--- src/rtl/mips_ctrl_pkg.sv ---
// Shared encodings for the multicycle MIPS control path: FSM states, opcodes,
// ALU operation classes and datapath mux selects (also used by alu_control).
package mips_ctrl_pkg;

   typedef enum logic [3:0] {
      ST_FETCH      = 4'd0,
      ST_DECODE     = 4'd1,
      ST_MEM_ADDR   = 4'd2,
      ST_MEM_READ   = 4'd3,
      ST_MEM_WB     = 4'd4,
      ST_MEM_WRITE  = 4'd5,
      ST_EXECUTE    = 4'd6,
      ST_R_COMPLETE = 4'd7,
      ST_BRANCH     = 4'd8,
      ST_JUMP       = 4'd9,
      ST_ADDI_EXEC  = 4'd10,
      ST_ADDI_WB    = 4'd11
   } state_t;

   localparam logic [5:0] OP_R    = 6'b000000;
   localparam logic [5:0] OP_LW   = 6'b100011;
   localparam logic [5:0] OP_SW   = 6'b101011;
   localparam logic [5:0] OP_BEQ  = 6'b000100;
   localparam logic [5:0] OP_J    = 6'b000010;
   localparam logic [5:0] OP_ADDI = 6'b001000;

   localparam logic [1:0] ALUOP_ADD   = 2'b00;
   localparam logic [1:0] ALUOP_SUB   = 2'b01;
   localparam logic [1:0] ALUOP_FUNCT = 2'b10;

   localparam logic [1:0] ALUB_REG     = 2'b00;
   localparam logic [1:0] ALUB_FOUR    = 2'b01;
   localparam logic [1:0] ALUB_IMM     = 2'b10;
   localparam logic [1:0] ALUB_IMM_SHL = 2'b11;

   localparam logic [1:0] PCSRC_ALU    = 2'b00;
   localparam logic [1:0] PCSRC_ALUOUT = 2'b01;
   localparam logic [1:0] PCSRC_JUMP   = 2'b10;

   // States that hold a memory access open until mem_ready.
   function automatic logic is_wait_state(input state_t s);
      return (s == ST_FETCH) || (s == ST_MEM_READ) || (s == ST_MEM_WRITE);
   endfunction

endpackage

--- src/rtl/mem_wait_timer.sv ---
// Counts consecutive cycles spent waiting on mem_ready and flags the cycle on
// which the wait must be abandoned.
module mem_wait_timer #(
   parameter int TIMEOUT_CYCLES = 255,
   parameter int CNT_W          = 8
) (
   input  logic clk,
   input  logic rst_n,
   input  logic waiting,
   input  logic mem_ready,
   output logic expired
);

   localparam logic [CNT_W-1:0] LAST = CNT_W'(TIMEOUT_CYCLES - 1);

   logic [CNT_W-1:0] count;

   // Held at zero outside wait states, so every entry into a wait starts fresh.
   always_ff @(posedge clk or negedge rst_n) begin
      if (!rst_n) begin
         count <= '0;
      end else if (!waiting || mem_ready || expired) begin
         count <= '0;
      end else if (count != '1) begin
         count <= count + 1'b1;
      end
   end

   assign expired = (TIMEOUT_CYCLES != 0) && waiting && !mem_ready && (count == LAST);

endmodule

--- src/rtl/multicycle_main_control.sv ---
// Main control FSM of the multicycle MIPS datapath: sequences each instruction
// and drives every mux select, write enable and the aluop class for alu_control.
//
//  state            | meaning
//  -----------------+-----------------------------------------------
//  FETCH (0)        | read instruction at PC, PC+4, load IR on mem_ready
//  DECODE (1)       | register read, branch target into ALUOut
//  MEM_ADDR (2)     | A + sign-extended offset for LW/SW
//  MEM_READ (3)     | data read, wait for mem_ready
//  MEM_WB (4)       | MDR into rt
//  MEM_WRITE (5)    | data write, wait for mem_ready
//  EXECUTE (6)      | R-type ALU operation
//  R_COMPLETE (7)   | ALUOut into rd
//  BRANCH (8)       | compare A/B, PC <= ALUOut on zero
//  JUMP (9)         | PC <= jump target
//  ADDI_EXEC (10)   | A + sign-extended immediate
//  ADDI_WB (11)     | ALUOut into rt
module multicycle_main_control
   import mips_ctrl_pkg::*;
#(
   parameter int TIMEOUT_CYCLES = 255,
   parameter int CNT_W          = 8
) (
   input  logic       clk,
   input  logic       rst_n,
   input  logic [5:0] opcode,
   input  logic       mem_ready,
   output logic       pc_write,
   output logic       pc_write_cond,
   output logic       i_or_d,
   output logic       mem_read,
   output logic       mem_write,
   output logic       ir_write,
   output logic       mem_to_reg,
   output logic       reg_dst,
   output logic       reg_write,
   output logic       alu_src_a,
   output logic [1:0] alu_src_b,
   output logic [1:0] pc_source,
   output logic [1:0] aluop,
   output logic       illegal_op,
   output logic       mem_timeout,
   output logic [3:0] state_dbg
);

   state_t state;
   state_t state_next;
   logic   in_wait;
   logic   timeout_now;

   always_ff @(posedge clk or negedge rst_n) begin
      if (!rst_n) begin
         state <= ST_FETCH;
      end else begin
         state <= state_next;
      end
   end

   assign in_wait   = is_wait_state(state);
   assign state_dbg = state;

   mem_wait_timer #(
      .TIMEOUT_CYCLES (TIMEOUT_CYCLES),
      .CNT_W          (CNT_W)
   ) u_mem_wait_timer (
      .clk       (clk),
      .rst_n     (rst_n),
      .waiting   (in_wait),
      .mem_ready (mem_ready),
      .expired   (timeout_now)
   );

   always_comb begin
      state_next    = ST_FETCH;
      pc_write      = 1'b0;
      pc_write_cond = 1'b0;
      i_or_d        = 1'b0;
      mem_read      = 1'b0;
      mem_write     = 1'b0;
      ir_write      = 1'b0;
      mem_to_reg    = 1'b0;
      reg_dst       = 1'b0;
      reg_write     = 1'b0;
      alu_src_a     = 1'b0;
      alu_src_b     = ALUB_REG;
      pc_source     = PCSRC_ALU;
      aluop         = ALUOP_ADD;
      illegal_op    = 1'b0;
      mem_timeout   = timeout_now;

      case (state)
         ST_FETCH: begin
            mem_read   = 1'b1;
            alu_src_b  = ALUB_FOUR;
            ir_write   = mem_ready;
            pc_write   = mem_ready;
            state_next = mem_ready ? ST_DECODE : ST_FETCH;
         end
         ST_DECODE: begin
            alu_src_b = ALUB_IMM_SHL;
            case (opcode)
               OP_LW, OP_SW: state_next = ST_MEM_ADDR;
               OP_R:         state_next = ST_EXECUTE;
               OP_BEQ:       state_next = ST_BRANCH;
               OP_J:         state_next = ST_JUMP;
               OP_ADDI:      state_next = ST_ADDI_EXEC;
               default: begin
                  illegal_op = 1'b1;
                  state_next = ST_FETCH;
               end
            endcase
         end
         ST_MEM_ADDR: begin
            alu_src_a = 1'b1;
            alu_src_b = ALUB_IMM;
            if (opcode == OP_LW) begin
               state_next = ST_MEM_READ;
            end else if (opcode == OP_SW) begin
               state_next = ST_MEM_WRITE;
            end
         end
         ST_MEM_READ: begin
            mem_read = 1'b1;
            i_or_d   = 1'b1;
            if (mem_ready) begin
               state_next = ST_MEM_WB;
            end else if (!timeout_now) begin
               state_next = ST_MEM_READ;
            end
         end
         ST_MEM_WB: begin
            reg_write  = 1'b1;
            mem_to_reg = 1'b1;
         end
         ST_MEM_WRITE: begin
            // The store strobe is withdrawn on the cycle the wait is abandoned.
            mem_write = !timeout_now;
            i_or_d    = 1'b1;
            if (!mem_ready && !timeout_now) begin
               state_next = ST_MEM_WRITE;
            end
         end
         ST_EXECUTE: begin
            alu_src_a  = 1'b1;
            aluop      = ALUOP_FUNCT;
            state_next = ST_R_COMPLETE;
         end
         ST_R_COMPLETE: begin
            reg_write = 1'b1;
            reg_dst   = 1'b1;
         end
         ST_BRANCH: begin
            alu_src_a     = 1'b1;
            aluop         = ALUOP_SUB;
            pc_write_cond = 1'b1;
            pc_source     = PCSRC_ALUOUT;
         end
         ST_JUMP: begin
            pc_write  = 1'b1;
            pc_source = PCSRC_JUMP;
         end
         ST_ADDI_EXEC: begin
            alu_src_a  = 1'b1;
            alu_src_b  = ALUB_IMM;
            state_next = ST_ADDI_WB;
         end
         ST_ADDI_WB: begin
            reg_write = 1'b1;
         end
         default: begin
            state_next = ST_FETCH;
         end
      endcase

      // Reset is asynchronous: suppress every strobe while it is held.
      if (!rst_n) begin
         pc_write      = 1'b0;
         pc_write_cond = 1'b0;
         mem_read      = 1'b0;
         mem_write     = 1'b0;
         ir_write      = 1'b0;
         reg_write     = 1'b0;
         illegal_op    = 1'b0;
         mem_timeout   = 1'b0;
      end
   end

endmodule
--- config.mk ---
export PLATFORM = sky130hd
export DESIGN_NAME = multicycle_main_control
export DESIGN_NICKNAME = d
export VERILOG_FILES = /design/src/rtl/mips_ctrl_pkg.sv /design/src/rtl/mem_wait_timer.sv /design/src/rtl/multicycle_main_control.sv
export SDC_FILE = /design/constraint.sdc
export NUM_CORES = 1
export LEC_CHECK = 0
export BUFFER_PORTS_ARGS = -buffer_cell sky130_fd_sc_hd__buf_2
export CORE_MARGIN = 2
export CORE_UTILIZATION = 48
export CTS_CLUSTER_DIAMETER = 60
export CTS_CLUSTER_SIZE = 25
export DETAILED_ROUTE_END_ITERATION = 12
export PLACE_DENSITY = 0.81
export RECOVER_POWER = 25
export SLEW_MARGIN = 20
export SYNTH_ARGS = -nofsm -noshare
export SYNTH_HDL_FRONTEND = slang
export SYNTH_SLANG_ARGS = --single-unit
--- constraint.sdc ---
create_clock -name clk -period 3.5 [get_ports clk]
set_input_delay 0.7 -clock clk [delete_from_list [all_inputs] [get_ports clk]]
set_output_delay 0.7 -clock clk [all_outputs]
set_load 0.01 [all_outputs]
==> impl_metrics.tcl, run 1 <==
set metrics [dict create \
    status "finished clean" \
    cts_setup_buffers 0 \
    drive_gt1_share_pct 25.5 \
    portBuffers 30 \
    grt_max_degree 20 \
    hold_class "in2async" \
    place_area_um2 1150 \
    async_reset_ff_share_pct 100 \
    synth_warnings 0 \
    finalHoldViolations 0 \
    ant_nets 0 \
    endpoint_kind "output port" \
    cts_made_buffers 3 \
    ys.flop_type "dfrtp_1" \
    grt-ovfl-total 0 \
    start_kind "input port" \
    yosys.cell_count.top_type "nor2_1" \
    core_area_um2 1980 \
    period_needed_ns 2.71 \
    die_x_um 50.1 \
    relSlewSlack_pct 45.5 \
    clkSinkCount 12 \
    root_buffer "clkbuf_4" \
    wl_per_cell_um 13.6 \
    final_area_um2 1170 \
    grt_pass1_vias 855 \
    post-route-drc-count 0 \
    rsz0062_at_grt "no" \
    num_vias 1052 \
    tightest_slew_ns 0.817 \
    die_y_um 50.1 \
    fin_total_pwr_mw 0.303 \
    fmax_mhz 368 \
    synth_area_leaders "dfrtp_1 29%, nor2_1 5.9%, nor3_1 4.4%" \
    cts_resized 0 \
    fin_skew_ns 0.00201 \
    grt_usage_pct 20.1 \
    num_io_pins 31 \
    cts_tree "yes" \
    yosysSeqAreaShare_pct 29.4 \
    cpPeakStageDelay_ns 0.60 \
    irDropWorstVdd_mv 0.216 \
    cap_violations 0 \
    cp.arrival_ns 2.01 \
    worstPathCellList "clkbuf_1, nor2b_1, nor4b_1, buf_2" \
    clk_latency_ns 0.28 \
    final_nets 162 \
    yosys.cell_types.count 43 \
    antenna_found_initial 0 \
    tns_ns 0 \
    netlist_instances 125 \
    start_util_pct 51.5 \
    grt_first_pass_wirelength_um 3880 \
    netlist.area_leader.share_pct 29.4 \
    netlist_top_cells_count "16 x nor2_1, 12 x dfrtp_1, 9 x nor3_1" \
    synth_area_leader_cell "dfrtp_1" \
    gp_congestion 0.811 \
    cellPowerDensity_nw_per_um2 258 \
    setup_violations 0 \
    fp.dieArea_um2 2510 \
    fin_crit_sh_pct 77.6 \
    first_pass_iters 4 \
    hpwl_um 1750 \
    viasPerCell 5.98 \
    postCtsHoldBufs 0 \
    insertedDiodeCount 0 \
    syn_area_um2 1020 \
    final_max_slew_viol_count 0 \
    synth_edf_count 0 \
    ys_ff_latch 12 \
    h-tree-depth 1 \
    drtIter0Drc 21 \
    clk_pin_slew_ns 0.07 \
    clock_tree.buffer_depth 2 \
    drt_wl_total_um 2390 \
    crit_fanout 17 \
    syn2layout_area_growth_pct 15.2 \
    path_class "in2out" \
    synth_fp_nets 136 \
    required_ns 2.80 \
    cpMaxStageDelayCell "clkbuf_1" \
    std_cell_rows 16 \
    syn_area_per_cell_um2 8.16 \
    p_leak_nw 0.521 \
    nFillCells 188 \
]
[cell usage in the layout (no fill, tap or decap), types with 3 or more instances in the layout]
master     n
nor3_1     9
nand3_1    4
nor4_1     3
inv_1      4
nor2_1    16
xnor2_1    4
dfrtp_1   12
nand2_1    6
and3_1     3
nand2b_1   6
a21oi_1    6
buf_2     29
clkbuf_4   3
a211oi_1   4
[final timing paths]
kind,cells past startpoint,slack (ns),end,start
setup / recovery,4,0.79,ir_write,rst_n
hold / removal,1,0.49,u_mem_wait_timer.count[6],rst_n
setup reg to reg,4,1.63,state_dbg[1],state_dbg[0]
hold reg to reg,2,0.61,u_mem_wait_timer.count[7],u_mem_wait_timer.count[7]
max in group asynchronous,1,2.51,u_mem_wait_timer.count[0],rst_n
min in group clk,2,0.61,u_mem_wait_timer.count[7],u_mem_wait_timer.count[7]
[metal layers]
layer	share of wire (%)	up-vias	track usage (%)
li1	-	519	-
met1	47	492	27.8
met2	47	36	31.1
met3	5.0	5	3.64
met4	1.6	0	7.41
met5	0	-	0
[per-stage QoR]
stage	hold slack, ns	util (%)	setup WS, ns	instances
CTS	0.315	59.3	0.876	176
global placement	0.568	58.2	0.989	173
finish	0.486	59.3	0.785	176
global route	0.563	59.3	0.545	176
detailed placement	0.588	58.2	0.968	173
floorplan	0.404	-	1.21	125
[report_power, final]
group,total (mW),switching (mW),internal (mW)
registers,0.154,0.0110,0.143
clock network,0.0861,0.0461,0.0400
logic,0.0628,0.0366,0.0262
total,0.303,0.0937,0.209
[kinds of logic (layout without fill, tap and decap cells)]
group / Yosys count / count (layout) / share of synthesized area, %
AND/OR/NAND/NOR: 64 / 64 / 35.5
AO/OA/AOI/OAI: 28 / 28 / 21.1
buffers and inverters: 13 / 37 / 6.38
flip-flops: 12 / 12 / 29.4
XOR/XNOR: 6 / 6 / 5.15
adder cells (fa/ha/maj): 2 / 2 / 2.45
[state kept, by name, indices dropped and copies added (netlist names)]
name,flops
u_mem_wait_timer.count,8
state_dbg,4
[final cells by class]
class                           instances  area, um^2  share of cell area, %
Tap cell                               27        33.8                   2.88
Timing Repair Buffer                   30         149                   12.7
Inverter                                4        15.0                   1.28
Clock buffer                            3        22.5                   1.92
Sequential cell                        12         300                   25.6
Multi-Input combinational cell        100         654                   55.7
[critical path, delay by kind of cell]
kind	cells	cell delay [ns]
AND/OR/NAND/NOR	2	0.52
buffers and inverters	2	0.79
No activity file was read; power rests on OpenSTA's default activity.
==> run 2: changes to the inputs <==
==> constraint.sdc (replaced) <==
create_clock -name clk -period 2.81 [get_ports clk]
set_input_delay 0.562 -clock clk [delete_from_list [all_inputs] [get_ports clk]]
set_output_delay 0.562 -clock clk [all_outputs]
set_load 0.01 [all_outputs]
==> impl_metrics.tcl, run 2 (synthesis results as in run 1) <==
set metrics [dict create \
    status "finished clean" \
    dp_worst_setup_slack_ns 0.560 \
    clk_latency_ns 0.27 \
    final_nets 164 \
    portBuffers 30 \
    layout_setup_ws_ns 0.319 \
    viasPerCell 5.93 \
    num_vias 1062 \
    grt_max_degree 18 \
    fmax_mhz 401 \
    fin_total_pwr_mw 0.410 \
    path_buf_inv 1 \
    ant_nets 0 \
    crit_fanout 5 \
    die_x_um 50.1 \
    layout_commonest_cell "buf_2" \
    std_cell_rows 16 \
    fp.dieArea_um2 2510 \
    critPathTopFamily "simple AND/OR/NAND/NOR gates" \
    largest_register_ff_count 8 \
    syn2layout_area_growth_pct 18.0 \
    rsz0062_at_grt "no" \
    cts_setup_buffers 0 \
    wl_per_cell_um 13.6 \
    tightest_slew_ns 0.796 \
    start_kind "flop" \
    tns_ns 0 \
    clock_tree.buffer_depth 2 \
    grt_first_pass_wirelength_um 4340 \
    path_class "reg2out" \
    core_area_um2 1980 \
    start_util_pct 51.5 \
    required_ns 2.25 \
    cts_resized 0 \
    antenna_found_initial 0 \
    gp_congestion 0.820 \
    worstPathCellList "and4_1, nand4_2, o311ai_2, nor2_1, buf_2" \
    final_area_um2 1200 \
    final_cell_mix "29 x buf_2, 16 x nor2_1, 12 x dfrtp_1" \
    grt-ovfl-total 0 \
    period_needed_ns 2.49 \
    setup_violations 0 \
    h-tree-depth 1 \
    hpwl_um 1860 \
    cp.arrival_ns 1.93 \
    regMostFlops "u_mem_wait_timer.count" \
    fin_skew_ns 0.00344 \
    grt_pass1_vias 958 \
    cts_made_buffers 3 \
    fin_crit_sh_pct 88.6 \
    relSlewSlack_pct 47.0 \
    dp.cells 175 \
    irDropWorstVdd_mv 0.305 \
    clkSinkCount 12 \
    drtIter0Drc 24 \
    cpPeakStageDelay_ns 0.45 \
    grt_usage_pct 22.3 \
    cellPowerDensity_nw_per_um2 341 \
    insertedDiodeCount 0 \
    drt_wl_total_um 2440 \
    endpoint_kind "output port" \
    post-route-drc-count 0 \
    final_max_slew_viol_count 0 \
    postCtsHoldBufs 0 \
    reg2reg_slack_ns 1.00 \
    hold_slack_ns 0.338 \
    place_area_um2 1170 \
    p_leak_nw 0.539 \
    cts_tree "yes" \
    die_y_um 50.1 \
    num_io_pins 31 \
    finalHoldViolations 0 \
    final_util_pct 60.7 \
    cpMaxStageDelayCell "dfrtp_1" \
    drive_gt1_share_pct 27.0 \
    first_pass_iters 4 \
    hold_class "in2async" \
    nFillCells 181 \
    cap_violations 0 \
    clk_pin_slew_ns 0.08 \
    layoutNonFillerInstCount 179 \
    root_buffer "clkbuf_4" \
]
## run 2: cell type report
class	instances	area (um^2)	share of cell area [%]
clock buffers	4	36.3	3.01
inverters	4	15.0	1.25
multi-input cells	100	654	54.4
flip-flops and latches	12	300	24.9
well taps	27	33.8	2.81
repair buffers	32	164	13.6
## run 2: path summary, 6_finish.rpt
kind | depth (start not counted) | startpoint | endpoint
max in group asynchronous | 1 | rst_n | u_mem_wait_timer.count[1]
min | 1 | rst_n | u_mem_wait_timer.count[5]
max reg2reg | 5 | state_dbg[0] | state_dbg[1]
min in group clk | 2 | mem_ready | state_dbg[2]
min reg2reg | 2 | u_mem_wait_timer.count[0] | u_mem_wait_timer.count[0]
max | 5 | u_mem_wait_timer.count[5] | mem_write
## run 2: worst reg2reg max path, stage by stage, from the launching register on
cell      delay (ns)
dfrtp_1         0.48
buf_4           0.22
nand2b_1        0.17
or4_1           0.44
a211oi_1        0.29
a211o_1         0.14
## run 2: per-layer routing
metal	vias to the layer above	global-route usage (%)	part of all wire [%]
li1	527	-	-
met1	500	30.3	46
met2	33	36.4	48
met3	2	5.76	6.2
met4	0	2.78	0.29
met5	-	0	0
## run 2: power breakdown
group	leakage, nW	switching [mW]	internal [mW]
sequential	0.165	0.00900	0.178
clock	0.0210	0.0595	0.0788
combinational	0.353	0.0507	0.0347
total	0.539	0.119	0.291
==> run 3: changes to the inputs <==
--- a/config.mk
+++ b/config.mk
@@ -16,4 +16,5 @@
 export SLEW_MARGIN = 20
 export SYNTH_ARGS = -nofsm -noshare
 export SYNTH_HDL_FRONTEND = slang
+export SYNTH_HIERARCHICAL = 1
 export SYNTH_SLANG_ARGS = --single-unit
==> impl_metrics.tcl, run 3 <==
set metrics [dict create \
    synth_area_leader_cell "dfrtp_1" \
    final_nets 180 \
    yosysSeqAreaShare_pct 27.6 \
    yosys.cell_count.top_type "nor2_1" \
    endpoint_kind "output port" \
    dp.cells 192 \
    irDropWorstVdd_mv 0.190 \
    antenna_found_initial 0 \
    grt_usage_pct 22.2 \
    netlist_instances 136 \
    fmax_mhz 386 \
    cts_made_buffers 3 \
    p_leak_nw 0.572 \
    regMostFlops "u_mem_wait_timer/count" \
    tns_ns 0 \
    gp_congestion 0.866 \
    drtIter0Drc 37 \
    fp.dieArea_um2 2660 \
    hold_class "in2async" \
    yosys.cell_types.count 45 \
    h-tree-depth 1 \
    num_io_pins 31 \
    swShare_pct 29.4 \
    ys.flop_type "dfrtp_1" \
    cts_tree "yes" \
    p_int_mw 0.298 \
    final_max_slew_viol_count 0 \
    comb_power_share_pct 24.2 \
    layoutNonFillerInstCount 196 \
    reg2reg_from "state_dbg[0]" \
    cellPowerDensity_nw_per_um2 322 \
    final_area_um2 1310 \
    die_y_um 51.6 \
    clkPwrFrac_pct 31.9 \
    grt_first_pass_wirelength_um 4530 \
    finalHoldViolations 0 \
    place_area_um2 1270 \
    seqPwrFrac_pct 43.9 \
    cap_violations 0 \
    grt_max_degree 19 \
    required_ns 2.25 \
    reg2reg_slack_ns 0.75 \
    fin_skew_ns 0.0101 \
    netlist_top_cells_count "13 x nor2_1, 12 x dfrtp_1, 10 x a21oi_1" \
    wl_per_cell_um 14.0 \
    syn2layout_area_growth_pct 20.2 \
    hold_slack_ns 0.220 \
    synth_warnings 6 \
    cts_resized 0 \
    tightest_slew_ns 0.499 \
    die_x_um 51.6 \
    r2r-end "state_dbg[2]" \
    ys_ff_latch 12 \
    clk_pin_slew_ns 0.08 \
    synth_area_leaders "dfrtp_1 28%, a21oi_1 4.6%, nor2_1 4.5%" \
    core_area_um2 2170 \
    start_kind "flop" \
    netlist.area_leader.share_pct 27.6 \
    cp.arrival_ns 2.03 \
    crit_fanout 6 \
    final_cell_mix "29 x buf_2, 13 x nor2_1, 12 x dfrtp_1" \
    rsz0062_at_grt "no" \
    start_util_pct 50.2 \
    synth_edf_count 0 \
    fin_crit_sh_pct 92.2 \
    status "finished clean" \
    first_pass_iters 4 \
    reg2regPathDepth 10 \
    relSlewSlack_pct 66.7 \
    drive_gt1_share_pct 28.6 \
    layout_commonest_cell "buf_2" \
    path_class "reg2out" \
    cp-startpoint "state_dbg[0]" \
    num_vias 1178 \
    syn_area_per_cell_um2 8.00 \
    final_util_pct 60.3 \
    post-route-drc-count 0 \
    insertedDiodeCount 0 \
    clkSinkCount 12 \
    postCtsHoldBufs 0 \
    ant_nets 0 \
    portBuffers 30 \
    switchingPower_mw 0.124 \
    grt-ovfl-total 0 \
    async_reset_ff_share_pct 100 \
    period_needed_ns 2.59 \
    synth_fp_nets 147 \
    hpwl_um 2070 \
    clk_latency_ns 0.27 \
    cts_setup_buffers 0 \
    viasPerCell 6.01 \
    grt_pass1_vias 1085 \
    syn_area_um2 1090 \
    largest_register_ff_count 8 \
    drt_wl_total_um 2750 \
    clock_tree.buffer_depth 2 \
    root_buffer "clkbuf_4" \
    std_cell_rows 17 \
    setup_violations 0 \
]
## run 3: cell types whose count changed in the layout (fill, tap and decap cells not counted), moves of 3 or more
cell,delta
nand3_1,+4
a21oi_1,+4
nor2_1,-3
nor4_1,+3
buf_4,+3
## run 3: cell families (layout without fill, tap and decap cells)
logic type	after synthesis	after routing	synth area share (%)
buf+inv	13	45	6.09
flops	12	12	27.6
xor+xnor	3	3	2.41
simple gates	73	73	41.3
fa+ha+maj	2	2	2.30
compound gates	33	33	20.3
## run 3: worst max-delay path by stage
stage	to	slack, ns	cells after the start
global route	mem_timeout	0.004	9
global placement	mem_timeout	0.57	9
floorplan	mem_timeout	0.36	8
CTS	mem_timeout	0.22	9
finish	mem_timeout	0.22	9
detailed placement	mem_timeout	0.54	9
## run 3: power groups by stage
stage / Combinational (mW) / Clock, mW / Sequential [mW]
after floorplan: 0.0666 / 0 / 0.188
after CTS: 0.103 / 0.141 / 0.185
after global routing: 0.114 / 0.153 / 0.187
after detailed placement: 0.102 / 0 / 0.189
final: 0.102 / 0.134 / 0.185
after global placement: 0.100 / 0 / 0.188
## run 3: cell type report
| cell class | instances | area [um^2] |
|---|---|---|
| Fill cell | 219 | 861 |
| Multi-Input combinational cell | 111 | 728 |
| Sequential cell | 12 | 300 |
| Timing Repair Buffer | 36 | 190 |
| Clock buffer | 4 | 36.3 |
| Tap cell | 28 | 35.0 |
| Inverter | 5 | 18.8 |
## run 3: worst max-delay path, stage by stage (launching register included)
cell and delay, ns:
dfrtp_1 0.39, nor2b_1 0.16, nor3_1 0.17, a21oi_1 0.06, nor2_1 0.11, nand2b_1 0.17, nor4_2 0.30, buf_4 0.17
and2_1 0.11, buf_2 0.12
## run 3: metrics by stage
| step | total power [mW] | setup WS [ns] |
|---|---|---|
| detailed placement | 0.291 | 0.535 |
| floorplan | 0.255 | 0.364 |
| finish | 0.422 | 0.218 |
| global placement | 0.288 | 0.565 |
| CTS | 0.429 | 0.216 |
| global route | 0.454 | 0.00377 |
## run 3: layer usage
layer	global-route usage, %	wire (um)	vias to the layer above
li1	-	-	582
met1	25.1	1160	557
met2	40.6	1430	31
met3	0.862	82	8
met4	13.6	74	0
met5	0	0	-
